**src/rtl/piso_tx.sv**
```systemverilog
// Parallel-in, serial-out transmitter: accepts an N-bit word through a VALID/READY
// handshake and emits it one bit per CE-enabled cycle with FRAME and LAST markers.
module piso_tx #(
    parameter int unsigned N         = 8,
    parameter bit          MSB_FIRST = 1'b0
) (
    input  logic         clk_i,
    input  logic         resetn_i,
    input  logic         ce_i,
    input  logic [N-1:0] i_i,
    input  logic         valid_i,
    output logic         ready_o,
    output logic         o_o,
    output logic         frame_o,
    output logic         last_o
);

    localparam int unsigned CW = $clog2(N);

    typedef enum logic {
        IDLE  = 1'b0,
        SHIFT = 1'b1
    } state_t;

    state_t         state_q, state_d;
    logic [N-1:0]   word_ord;
    logic [N-1:0]   shreg_q, shreg_d;
    logic [CW-1:0]  cnt_q, cnt_d;
    logic           o_q, o_d;
    logic           frame_q, frame_d;
    logic           last_q, last_d;
    logic           accept;

    // Reorder the input so bit 0 is always the first bit on the wire; the
    // shifter then only ever shifts right regardless of MSB_FIRST.
    generate
        for (genvar gi = 0; gi < N; gi++) begin : g_order
            if (MSB_FIRST) begin : g_msb
                assign word_ord[gi] = i_i[N-1-gi];
            end else begin : g_lsb
                assign word_ord[gi] = i_i[gi];
            end
        end
    endgenerate

    assign ready_o = (state_q == IDLE) || last_q;
    assign accept  = valid_i && ready_o && ce_i;

    always_comb begin
        state_d = state_q;
        shreg_d = shreg_q;
        cnt_d   = cnt_q;
        o_d     = o_q;
        frame_d = frame_q;
        last_d  = last_q;
        if (ce_i) begin
            if (accept) begin
                // First bit goes straight to O; the remainder waits in the shifter.
                state_d = SHIFT;
                shreg_d = {1'b0, word_ord[N-1:1]};
                cnt_d   = '0;
                o_d     = word_ord[0];
                frame_d = 1'b1;
                last_d  = 1'b0;
            end else if (state_q == SHIFT) begin
                if (last_q) begin
                    state_d = IDLE;
                    shreg_d = '0;
                    cnt_d   = '0;
                    o_d     = 1'b0;
                    frame_d = 1'b0;
                    last_d  = 1'b0;
                end else begin
                    cnt_d   = cnt_q + CW'(1);
                    o_d     = shreg_q[0];
                    shreg_d = {1'b0, shreg_q[N-1:1]};
                    last_d  = (cnt_q == CW'(N-2));
                end
            end
        end
    end

    always_ff @(posedge clk_i) begin
        if (!resetn_i) begin
            state_q <= IDLE;
            shreg_q <= '0;
            cnt_q   <= '0;
            o_q     <= 1'b0;
            frame_q <= 1'b0;
            last_q  <= 1'b0;
        end else begin
            state_q <= state_d;
            shreg_q <= shreg_d;
            cnt_q   <= cnt_d;
            o_q     <= o_d;
            frame_q <= frame_d;
            last_q  <= last_d;
        end
    end

    assign o_o     = o_q;
    assign frame_o = frame_q;
    assign last_o  = last_q;

endmodule

```
**config.mk**
```make
export PLATFORM = sky130hd
export DESIGN_NAME = piso_tx
export DESIGN_NICKNAME = d
export VERILOG_FILES = /design/src/rtl/piso_tx.sv
export SDC_FILE = /design/constraint.sdc
export NUM_CORES = 1
export LEC_CHECK = 0
export BUFFER_PORTS_ARGS = -buffer_cell sky130_fd_sc_hd__buf_2
export CAP_MARGIN = 20
export CORE_MARGIN = 3
export CORE_UTILIZATION = 28
export CTS_CLUSTER_SIZE = 8
export DETAILED_ROUTE_END_ITERATION = 12
export GPL_ROUTABILITY_DRIVEN = 0
export PLACE_DENSITY_LB_ADDON = 0.05
export SLEW_MARGIN = 20
export SYNTH_ARGS = -nofsm -noshare
export SYNTH_HDL_FRONTEND = slang
export SYNTH_SLANG_ARGS = --single-unit
```
**constraint.sdc**
```tcl
create_clock -name clk_i -period 1 [get_ports clk_i]
set_input_delay 0.2 -clock clk_i [delete_from_list [all_inputs] [get_ports clk_i]]
set_output_delay 0.2 -clock clk_i [all_outputs]
set_load 0.01 [all_outputs]
```
# Yosys cells after proc, flatten, opt, wreduce, memory -nomap -nowiden

Index checks and enable logic that the tools add are counted.

Reductions and logical operators: 7
Mux-type cells: 18
Shift operators: 0
Add/subtract/negate cells: 1
$mul: 0
Div/mod/pow operators: 0
Bitwise gates (word level): 1
Eq/ne operators: 1
Order comparisons: 0

Operators by type and width:

| cell                | number |
|---|---|
| $mux 8              | 2 |
| $mux 1              | 12 |
| $mux 3              | 3 |
| $mux 7              | 1 |
| $reduce_bool 2->1   | 2 |
| $add 3x1->3 const B | 1 |
| $eq 3x3->1 const B  | 1 |
| $reduce_and 3->1    | 1 |
| $logic_and 1x1->1   | 2 |
| $reduce_and 2->1    | 1 |
| $logic_or 1x1->1    | 1 |
| $not 1->1           | 1 |

Latch bits: 0
Logic and storage cells: 34
Bits in writable memories: 0
Memories: 0
Output and inout bits: 4
Bits in registers: 15
Memory bits (read-only): 0

# Longest topological paths before layout

Depth after elaboration: 6
Depth in mapped cells: 6

# Worst setup path after synthesis

No wires, ideal clock.

Path kind: register -> register
Start point: register last_q (netlist: last_o)
End point: register shreg_q[4]
Cell stages (with the launch flop): 6
Path slack: -0.190 ns
Data required time: 0.885 ns
Buffers on the path: 1
Data arrival time: 1.075 ns
Cell sequence: dfxtp_1 buf_2 and3b_1 nand2_1 o2111ai_1 and2_1

Cells in the longest elaborated chain, start to end: 5

Ends and longest elaborated chain:

| what                           | RTL line | source |
|---|---|---|
| start, declared                | 31       | `logic last_q, last_d;` |
| start signal, assigned         | 97       | `last_q <= last_d;` |
| $logic_or 1x1->1               | 46       | `assign ready_o = (state_q == IDLE) \|\| last_q;` |
| $logic_and 1x1->1 (2 in a row) | 47       | `assign accept = valid_i && ready_o && ce_i;` |
| $reduce_bool 2->1 (no line)    | -        |  |
| $reduce_and 2->1 (no line)     | -        |  |
| end signal, assigned           | 93       | `shreg_q <= shreg_d;` |
| end, declared                  | 27       | `logic [N-1:0] shreg_q, shreg_d;` |

Parallel ways exist; a longest one is shown, timed or not. The select of a mux whose other input is x is not followed.
A chain may end at the register's enable or synchronous reset.

# Worst setup path in the final report

Start point: register last_q (netlist: last_o)
End point: output port ready_o

Cells in the longest elaborated chain, start to end: 1

Ends and longest elaborated chain:

| what             | RTL line | source |
|---|---|---|
| $logic_or 1x1->1 | 46       |  |
| end, declared    | 12       | `output logic ready_o,` |

Every way passes these cells.

==> impl_metrics.ini <==
[grt]
grt_pass1_wl_mm = 3.28
antenna_found_initial = 0
grtUsageTotal_pct = 12.8
grt_pass1_vias = 690
grt-ovfl-total = 0
grt_max_degree = 15

[timing]
finalSetupTns_ns = -1.45
skew_ns = 0.00110
slew_viol_final = 0
rsz0062_at_grt = yes
hold_viol = 0
min_period_ns = 1.15
max_freq_mhz = 868
finalCritPeriodShare_pct = 115
tightest_slew_ns = 0.289
max_slew_margin_pct = 80.7
setup_slack_ns = -0.151
final-setup-viol-count = 14

[synthesis]
synth.largest_area_cell = dfxtp_1
synth_seq_cells = 14
ys_top_cells_by_area = dfxtp_1 36%, nand2_1 6.2%, a21boi_1 4.8%, and2_1 4.8%, o21ai_2 3.3%
synthCells = 92
avgSynthCellArea_um2 = 8.54
synth_top_area_share_pct = 35.7
syn_nets = 106
yosysSeqAreaShare_pct = 35.7
synth_cell_type_count = 33
netlist_area_um2 = 786
yosys_warnings = 0

[critical_path]
cp_data_arrival_time_ns = 0.95
crit_slowest_cell = dfxtp_4
endpoint_kind = output pin
path_cells = nor2b_4 -> inv_2 -> buf_6
crit_path_max_fanout = 5
slowest_delay_ns = 0.38
cp.required_ns = 0.80
path_class = reg2out
start_kind = flip-flop

[clock_tree]
cts_buffers = 3
cts_tree = done
clk_pin_slew_ns = 0.08
cts-root-buf = clkbuf_4
clk_path_buf_depth = 2
clk_latency_ns = 0.27
cts.htree.levels = 1
hold_buffers = 0
clock_sinks = 14

[die]
die_h_um = 59.0
boundaryPins = 16
die-area_mm2 = 0.00348
initial_utilization_pct = 30.6
die_w_um = 59.0
fp-row-count = 18
coreArea_mm2 = 0.00257

[status]
violations = negative setup slack
outcome = finished, violations left

[layout]
area_growth_syn_to_layout_pct = 42.0
final_layout_size_suffix_gt1_share_pct = 49.6
fin_util_pct = 43.5
insertedDiodeCount = 0
nets = 139

[routing]
dr.pass1.iters = 4
vias_per_cell = 4.95
postRouteAntennaNets = 0
routedWlPerCell_um = 13.1
drc = 0
drt_iter0_markers = 14
num_vias = 758
drt-total-wl_mm = 2.00

[power_and_ir_drop]
ir_drop_v = 0.000884
powerDensity_mw_per_mm2 = 1050
power_leakage_uw = 0.000466

[placed_design]
dp_hpwl_mm = 1.46
io_buffers = 15

[worst_hold_path]
hp-class = in2reg

[flow_run]
maxCapViolCount = 0
## path summary, 6_finish.rpt
kind         depth (start not counted)  slack [ns]                 endpoint                    start
max reg2reg                          5       -0.15  shreg_q[4]$_SDFFE_PN0P_     state_q$_SDFFE_PN0P_
min reg2reg                          2        0.45  shreg_q[2]$_SDFFE_PN0P_  shreg_q[2]$_SDFFE_PN0P_
min                                  3        0.20  shreg_q[0]$_SDFFE_PN0P_                   i_i[1]
max                                  3       -0.15                  ready_o      last_o$_SDFFE_PN0P_
## report_power, final
| group | internal, uW | switching [uW] | leakage [uW] | total, uW |
|---|---|---|---|---|
| clock network | 140 | 168 | 0.0000138 | 308 |
| logic | 137 | 128 | 0.000336 | 265 |
| registers | 580 | 14.8 | 0.000116 | 595 |
| total | 857 | 310 | 0.000466 | 1170 |
## area by class of cell
| type | count | area, um2 |
|---|---|---|
| clock buffer | 3 | 22.5 |
| fill | 284 | 1450 |
| inverter | 5 | 18.8 |
| multi-input combinational | 66 | 498 |
| sequential | 14 | 290 |
| tap | 30 | 37.5 |
| timing repair buffer | 35 | 249 |
## placed cells by master (no fill, tap or decap), types with 3 or more instances in the layout
master / count
inv_1: 4
clkbuf_4: 3
dfxtp_1: 10
o21ai_1: 3
nand2_1: 10
buf_2: 13
a21oi_1: 3
a31oi_1: 3
buf_4: 17
nor2b_1: 4
buf_6: 5
a21boi_1: 6
and2_1: 6
o21ai_2: 3
## sequential cells by signal (all words and copies together) (netlist names)
signal,cells
last_o,1
cnt_q,3
frame_o,1
o_o,1
shreg_q,7
state_q,1
## metrics by stage
step           std cells  hold slack, ns  setup WS (ns)  total power, uW  area, um2
2_1_floorplan         92           0.338        -0.0934              742        795
3_3_place_gp         144           0.444         -0.156              823        955
3_5_place_dp         144           0.444         -0.143              825        955
4_1_cts              152           0.198         -0.166             1180       1090
5_1_grt              153           0.224         -0.192             1240       1120
6_report             153           0.199         -0.151             1170       1120
## Yosys cell counts (all sizes together)
| cell type | number |
|---|---|
| a32oi | 1 |
| o21ai | 7 |
| a21boi | 7 |
| nor2b | 5 |
| and3b | 1 |
| nand4b | 1 |
| and2 | 6 |
| nor2 | 1 |
| nand3 | 2 |
| nand2b | 1 |
| o22ai | 1 |
| inv | 5 |
| o221ai | 2 |
| and3 | 2 |
| ha | 2 |
| dfxtp | 14 |
| a31oi | 3 |
| clkbuf | 1 |
| a21oi | 3 |
| a22oi | 2 |
| o21a | 2 |
| a41oi | 1 |
| o2111ai | 1 |
| nand2 | 13 |
| nand4 | 2 |
| buf | 6 |
## kinds of logic after synthesis
logic type / Yosys count / share of synthesized area [%]
buffers and inverters: 12 / 8.92
adders and majority gates: 2 / 3.18
AOI/OAI and AO/OA: 30 / 27.1
and+or+nand+nor: 34 / 25.2
DFF: 14 / 35.7
## timing repair
action,4_1_cts,5_1_grt
pin swaps,11,7
buffers inserted,5,1
gates resized for setup,20,7
endpoints found under the setup margin,13,17
## critical path: cells and delay by family, from the launching register on
kind	cells	cell delay, ns
AND/OR/NAND/NOR	1	0.14
flip-flops	1	0.38
buffers and inverters	2	0.16
## per-layer routing
metal  wire length [um]  up-vias  part of all wire [%]  global-route usage (%)
li1                   -      387                     -                       -
met1                970      354                    48                    17.6
met2                935       15                    47                    19.1
met3                 81        2                   4.0                    3.92
met4                 15        0                  0.75                    3.88
met5                  0        -                     0                       0
No activity file was read; power rests on OpenSTA's default activity.
